<file path="config.mk">
export PLATFORM = sky130hd
export DESIGN_NAME = sys_bus_interconnect
export DESIGN_NICKNAME = d
export VERILOG_FILES = /design/src/rtl/sys_bus_interconnect.sv
export SDC_FILE = /design/constraint.sdc
export NUM_CORES = 1
export LEC_CHECK = 0
export CAP_MARGIN = 20
export CORE_AREA = 2 2 181 183
export DETAILED_ROUTE_END_ITERATION = 7
export DIE_AREA = 0 0 183 185
export PLACE_DENSITY = 0.58
export SYNTH_ARGS = -nofsm -noshare
export SYNTH_HDL_FRONTEND = slang
export SYNTH_SLANG_ARGS = --single-unit
export TNS_END_PERCENT = 1
</file>
<file path="constraint.sdc">
create_clock -name clk_i -period 2 [get_ports clk_i]
set_input_delay 0.6 -clock clk_i [delete_from_list [all_inputs] [get_ports clk_i]]
set_output_delay 0.6 -clock clk_i [all_outputs]
set_load 0.03 [all_outputs]
</file>
<file path="src/rtl/sys_bus_interconnect.sv">
// sys_bus_interconnect
// Routes one system-bus read or write at a time to one of NUM_SLV peripheral
// register banks, selected by addr[SLV_SHIFT +: log2(NUM_SLV)]. The response
// (rdata/err/ack) is registered. Unpopulated slaves get an immediate error.
// Silent slaves get an error after TIMEOUT cycles. This timeout is shorter
// than the 32-cycle timeout of the upstream bridge.
//
// Ports
//   clk_i, rstn_i        clock, async active-low reset
//   sys_*_i / sys_*_o    upstream request strobes and registered response
//   slv_addr_o           captured address with slave-index and upper bits cleared
//   slv_wdata_o/sel_o    captured write data / byte select (held until next capture)
//   slv_wen_o/ren_o      one-hot, single-cycle strobes toward the selected slave
//   slv_rdata_i/err_i/ack_i  per-slave response inputs (slave n data in [n*SYS_DW +: SYS_DW])
module sys_bus_interconnect #(
    parameter int                SYS_AW    = 32,
    parameter int                SYS_DW    = 32,
    parameter int                SYS_SW    = SYS_DW / 8,
    parameter int                NUM_SLV   = 8,
    parameter int                SLV_SHIFT = 20,
    parameter logic [NUM_SLV-1:0] SLV_EN   = {NUM_SLV{1'b1}},
    parameter int                TIMEOUT   = 16
) (
    input  logic                      clk_i,
    input  logic                      rstn_i,
    input  logic [SYS_AW-1:0]         sys_addr_i,
    input  logic [SYS_DW-1:0]         sys_wdata_i,
    input  logic [SYS_SW-1:0]         sys_sel_i,
    input  logic                      sys_wen_i,
    input  logic                      sys_ren_i,
    output logic [SYS_DW-1:0]         sys_rdata_o,
    output logic                      sys_err_o,
    output logic                      sys_ack_o,
    output logic [SYS_AW-1:0]         slv_addr_o,
    output logic [SYS_DW-1:0]         slv_wdata_o,
    output logic [SYS_SW-1:0]         slv_sel_o,
    output logic [NUM_SLV-1:0]        slv_wen_o,
    output logic [NUM_SLV-1:0]        slv_ren_o,
    input  logic [NUM_SLV*SYS_DW-1:0] slv_rdata_i,
    input  logic [NUM_SLV-1:0]        slv_err_i,
    input  logic [NUM_SLV-1:0]        slv_ack_i
);

    localparam int IW = $clog2(NUM_SLV);

    localparam logic [0:0] S_IDLE = 1'b0;
    localparam logic [0:0] S_BUSY = 1'b1;

    localparam logic [SYS_AW-1:0] OFF_MASK = (SYS_AW'(1) << SLV_SHIFT) - SYS_AW'(1);
    // Timeout fires on the edge where the counter would reach TIMEOUT.
    localparam logic [4:0]        TO_LAST  = 5'(TIMEOUT - 1);

    logic [0:0]         state_q, state_d;
    logic [4:0]         cnt_q, cnt_d;
    logic [IW-1:0]      idx_q, idx_d;
    logic               wr_q, wr_d;
    logic [SYS_AW-1:0]  addr_q, addr_d;
    logic [SYS_DW-1:0]  wdata_q, wdata_d;
    logic [SYS_SW-1:0]  sel_q, sel_d;
    logic [NUM_SLV-1:0] wen_q, wen_d;
    logic [NUM_SLV-1:0] ren_q, ren_d;
    logic               ack_q, ack_d;
    logic               err_q, err_d;
    logic [SYS_DW-1:0]  rdata_q, rdata_d;

    logic               req;
    logic [IW-1:0]      req_idx;
    logic               sel_ack;
    logic               sel_err;
    logic [SYS_DW-1:0]  sel_rdata;

    assign req     = sys_wen_i | sys_ren_i;
    assign req_idx = sys_addr_i[SLV_SHIFT +: IW];
    assign sel_ack = slv_ack_i[idx_q];
    assign sel_err = slv_err_i[idx_q];

    always_comb begin
        sel_rdata = '0;
        for (int n = 0; n < NUM_SLV; n++) begin
            if (IW'(n) == idx_q) begin
                sel_rdata = slv_rdata_i[n*SYS_DW +: SYS_DW];
            end
        end
    end

    always_comb begin
        state_d = state_q;
        cnt_d   = cnt_q;
        idx_d   = idx_q;
        wr_d    = wr_q;
        addr_d  = addr_q;
        wdata_d = wdata_q;
        sel_d   = sel_q;
        wen_d   = '0;
        ren_d   = '0;
        ack_d   = 1'b0;
        err_d   = err_q;
        rdata_d = rdata_q;

        case (state_q)
            S_IDLE: begin
                if (req) begin
                    addr_d  = sys_addr_i & OFF_MASK;
                    wdata_d = sys_wdata_i;
                    sel_d   = sys_sel_i;
                    idx_d   = req_idx;
                    wr_d    = sys_wen_i;   // write wins when both strobes are set
                    cnt_d   = '0;
                    if (SLV_EN[req_idx]) begin
                        state_d = S_BUSY;
                        if (sys_wen_i) begin
                            wen_d = NUM_SLV'(1) << req_idx;
                        end else begin
                            ren_d = NUM_SLV'(1) << req_idx;
                        end
                    end else begin
                        // Unpopulated slot: answer on the capture edge itself.
                        ack_d   = 1'b1;
                        err_d   = 1'b1;
                        rdata_d = '0;
                    end
                end
            end
            S_BUSY: begin
                if (sel_ack) begin
                    state_d = S_IDLE;
                    ack_d   = 1'b1;
                    err_d   = sel_err;
                    rdata_d = wr_q ? '0 : sel_rdata;
                end else if (cnt_q == TO_LAST) begin
                    state_d = S_IDLE;
                    ack_d   = 1'b1;
                    err_d   = 1'b1;
                    rdata_d = '0;
                    cnt_d   = cnt_q + 5'd1;
                end else begin
                    cnt_d = cnt_q + 5'd1;
                end
            end
            default: state_d = S_IDLE;
        endcase
    end

    always_ff @(posedge clk_i or negedge rstn_i) begin
        if (!rstn_i) begin
            state_q <= S_IDLE;
            cnt_q   <= '0;
            idx_q   <= '0;
            wr_q    <= 1'b0;
            addr_q  <= '0;
            wdata_q <= '0;
            sel_q   <= '0;
            wen_q   <= '0;
            ren_q   <= '0;
            ack_q   <= 1'b0;
            err_q   <= 1'b0;
            rdata_q <= '0;
        end else begin
            state_q <= state_d;
            cnt_q   <= cnt_d;
            idx_q   <= idx_d;
            wr_q    <= wr_d;
            addr_q  <= addr_d;
            wdata_q <= wdata_d;
            sel_q   <= sel_d;
            wen_q   <= wen_d;
            ren_q   <= ren_d;
            ack_q   <= ack_d;
            err_q   <= err_d;
            rdata_q <= rdata_d;
        end
    end

    assign sys_rdata_o = rdata_q;
    assign sys_err_o   = err_q;
    assign sys_ack_o   = ack_q;
    assign slv_addr_o  = addr_q;
    assign slv_wdata_o = wdata_q;
    assign slv_sel_o   = sel_q;
    assign slv_wen_o   = wen_q;
    assign slv_ren_o   = ren_q;

endmodule

</file>
==> flow_summary.ini <==
[outcome]
status = finished clean

[die]
die_h_um = 185
coreArea_mm2 = 0.03204
die_area_mm2 = 0.03386
io_pins = 462
row_count = 66
initial_core_util_pct = 20.11
dieWidth_um = 183

[setup_path]
crit_arrival_ns = 2.23
worst-path-buf-inv = 2
rr_startpoint = idx_q[1]
start_kind = input port
worstPathCellList = clkdlybuf4s50_1, mux2i_1, buf_4, nand3_1, and3_4, and3b_2, a32o_1
slowest_delay_ns = 0.46
cp_top_family = buffers and inverters
cp_max_fo = 7
cp.required_ns = 2.29
r2r_end = sys_rdata_o[21]
cp_slowest_cell = clkdlybuf4s50_1
critical_path_class = in2reg
end_kind = flip-flop
reg2reg_slack_ns = 0.08
rr_worst_depth = 7

[sta]
setup_violations = 0
fin_tns_setup_ns = 0
finalHoldViolCount = 0
period_share_pct = 96.83
worst_slack_ns = 0.06344
layout_min_cycle_time_ns = 1.937
drv_slew = 0
rsz0062_at_grt = true
skew_ns = 0.007236
clock.fmax_mhz = 516.4

[placement]
globalplace.congestion = 0.8213
dpl.hpwl_mm = 23.73
io_buffers = 440
pre_cts_slack_ns = -0.5771

[synth]
yosysTopAreaCell = dfrtp_1
syn_area_mm2 = 0.006445
synth_top_area_share_pct = 45.04
yosysWarnings = 0
avgSynthCellArea_um2 = 13.48
ys_seq_elements = 116
synth_area_leaders = dfrtp_1 45%, mux4_2 16%, mux2_2 12%
synth_async_sr_flop_share_pct = 100.0
synth_ff_type = dfrtp_1
synth_edf_count = 0
ys_seq_area_share_pct = 45.04
ys_types = 37
synthCells = 478

[power]
power.switching_uw = 7097
combinationalPowerShare_pct = 58.7
p_seq_share_pct = 23.0
finalPower_uw = 16770
p_per_area_mw_per_mm2 = 1389
leakage_uw = 0.005155
p_int_uw = 9672
peakVddDrop_v = 0.0007217
p_sw_share_pct = 42.32
p_clk_share_pct = 18.3

[finish]
multi_input_area_mm2 = 0.003363
register_area_mm2 = 0.002912
area_growth_pct = 87.38
nets = 1280
final_core_util_pct = 37.69
final_layout_size_suffix_gt1_share_pct = 22.18
nFillCells = 3196

[global_routing]
first_global_vias = 6668
grt_pass1_wl_mm = 42.05
grt_max_degree = 40
grt_usage_pct = 16.96
antenna_found_initial = 3
grt-ovfl-total = 0

[cts]
clock_latency_ns = 0.41
cts_made_buffers = 17
clkSinkCount = 116
cts_root_buffer = clkbuf_16
holdBufCountCts = 0
post_cts_buffers = 0
clk_pin_slew_worst_paths_ns = 0.06
cts_tree = yes
ctsLongestPathBuffers = 2
h-tree-depth = 4

[route]
vias = 5968
vias_per_cell = 4.401
postRouteAntennaNets = 0
wl_mm = 29.65
wire_per_inst_um = 21.87
drc = 0
drt-initial-drc-count = 184
drt_pre_antenna_iters = 4

[run]
cap_viol_max_count = 0

[min_path]
hold_path_class = in2async
[synth_stat cells (2+ instances only)]
cell	instances
a22oi_1	10
nor2_1	14
mux2_2	68
nor2b_1	2
buf_6	3
nand2b_1	6
buf_1	2
clkbuf_1	7
nand2_1	28
buf_2	24
o22ai_1	9
a32o_1	10
mux4_2	46
nand3b_1	3
buf_4	16
nand3_1	2
inv_1	5
ha_1	2
dfrtp_1	116
o21ai_0	11
and3_1	2
mux2i_1	53
nor3_1	4
o2bb2ai_1	22
[cell usage in the layout, fill, tap and decap left out, types with 3 or more instances in the layout]
| master | count |
|---|---|
| a22oi_1 | 6 |
| a22oi_2 | 4 |
| a32o_1 | 10 |
| buf_12 | 10 |
| buf_4 | 29 |
| clkbuf_16 | 18 |
| clkdlybuf4s50_1 | 333 |
| clkinvlp_4 | 3 |
| conb_1 | 12 |
| dfrtp_1 | 113 |
| dlygate4sd2_1 | 103 |
| inv_1 | 5 |
| inv_6 | 5 |
| mux2_2 | 68 |
| mux2i_1 | 51 |
| mux4_2 | 46 |
| nand2_1 | 28 |
| nand2b_1 | 4 |
| nand3b_1 | 3 |
| nor2_1 | 14 |
| nor3_1 | 4 |
| o21ai_0 | 9 |
| o22ai_1 | 6 |
| o22ai_2 | 3 |
| o2bb2ai_1 | 20 |
[per-stage QoR]
stage / area (µm²) / cells / hold slack [ns]
floorplan: 6486 / 489 / 0.3044
global placement: 11500 / 1321 / 0.4724
detailed placement: 11500 / 1321 / 0.4758
CTS: 11990 / 1353 / 0.07958
global route: 12080 / 1356 / 0.08540
finish: 12080 / 1356 / 0.08965
[cells by family (layout without fill, tap and decap cells)]
group | after synthesis | in the layout | share of synthesized area [%]
multiplexers | 167 | 167 | 36.19
XOR/XNOR | 1 | 1 | 0.1359
AO/OA/AOI/OAI | 69 | 69 | 8.387
buffers and inverters | 57 | 514 | 5.067
flip-flops | 116 | 116 | 45.04
adder cells (fa/ha/maj) | 2 | 2 | 0.3882
AND/OR/NAND/NOR | 65 | 66 | 4.737
other | 1 | 13 | 0.05819
[final cells by class]
type	count	share of cell area, %
Timing Repair Buffer	477	38.83
Antenna cell	1	0.02072
Multi-Input combinational cell	317	27.85
Sequential cell	116	24.11
Inverter	5	0.1554
Tap cell	408	4.227
Clock inverter	14	1.171
Clock buffer	18	3.637
[how the worst max path moves through the flow]
stage,cells after the start,endpoint,startpoint,slack [ns]
4_1_cts,7,sys_rdata_o[28],slv_ack_i[5],-0.02
6_report,7,sys_rdata_o[28],slv_ack_i[5],0.06
2_1_floorplan,4,idx_q[0],sys_wen_i,0.24
3_5_place_dp,7,sys_rdata_o[28],slv_ack_i[6],-0.58
5_1_grt,7,sys_rdata_o[10],idx_q[1],-0.03
3_3_place_gp,7,sys_rdata_o[28],slv_ack_i[2],-0.56
[registers in the layout (all words and copies together) (netlist names)]
signal       cells
cnt_q            5
idx_q            3
slv_addr_o      20
slv_ren_o        8
slv_sel_o        4
slv_wdata_o     32
slv_wen_o        8
state_q          1
sys_ack_o        1
sys_err_o        1
sys_rdata_o     32
wr_q             1
[power groups by stage]
stage                     sequential (µW)  combinational (µW)  clock, µW
after global placement               3910               10200          0
after detailed placement             3930               10200          0
final                                3860                9840       3070
after global routing                 4000               10500       3290
after floorplan                      5380                4490          0
after CTS                            3880                9790       3180
[layer usage]
| layer | track usage, % | up-vias | part of all wire (%) |
|---|---|---|---|
| li1 | - | 2721 | - |
| met1 | 19.51 | 2946 | 39 |
| met2 | 30.17 | 282 | 51 |
| met3 | 5.997 | 19 | 8.6 |
| met4 | 3.968 | 0 | 1.5 |
| met5 | 0 | - | 0 |
[what timing repair did]
action	in CTS	in global routing
pin swaps	0	1
setup endpoints to repair	117	33
resized for setup	114	10
cloned	0	2
Note: power is estimated with default switching activity, not from simulation.
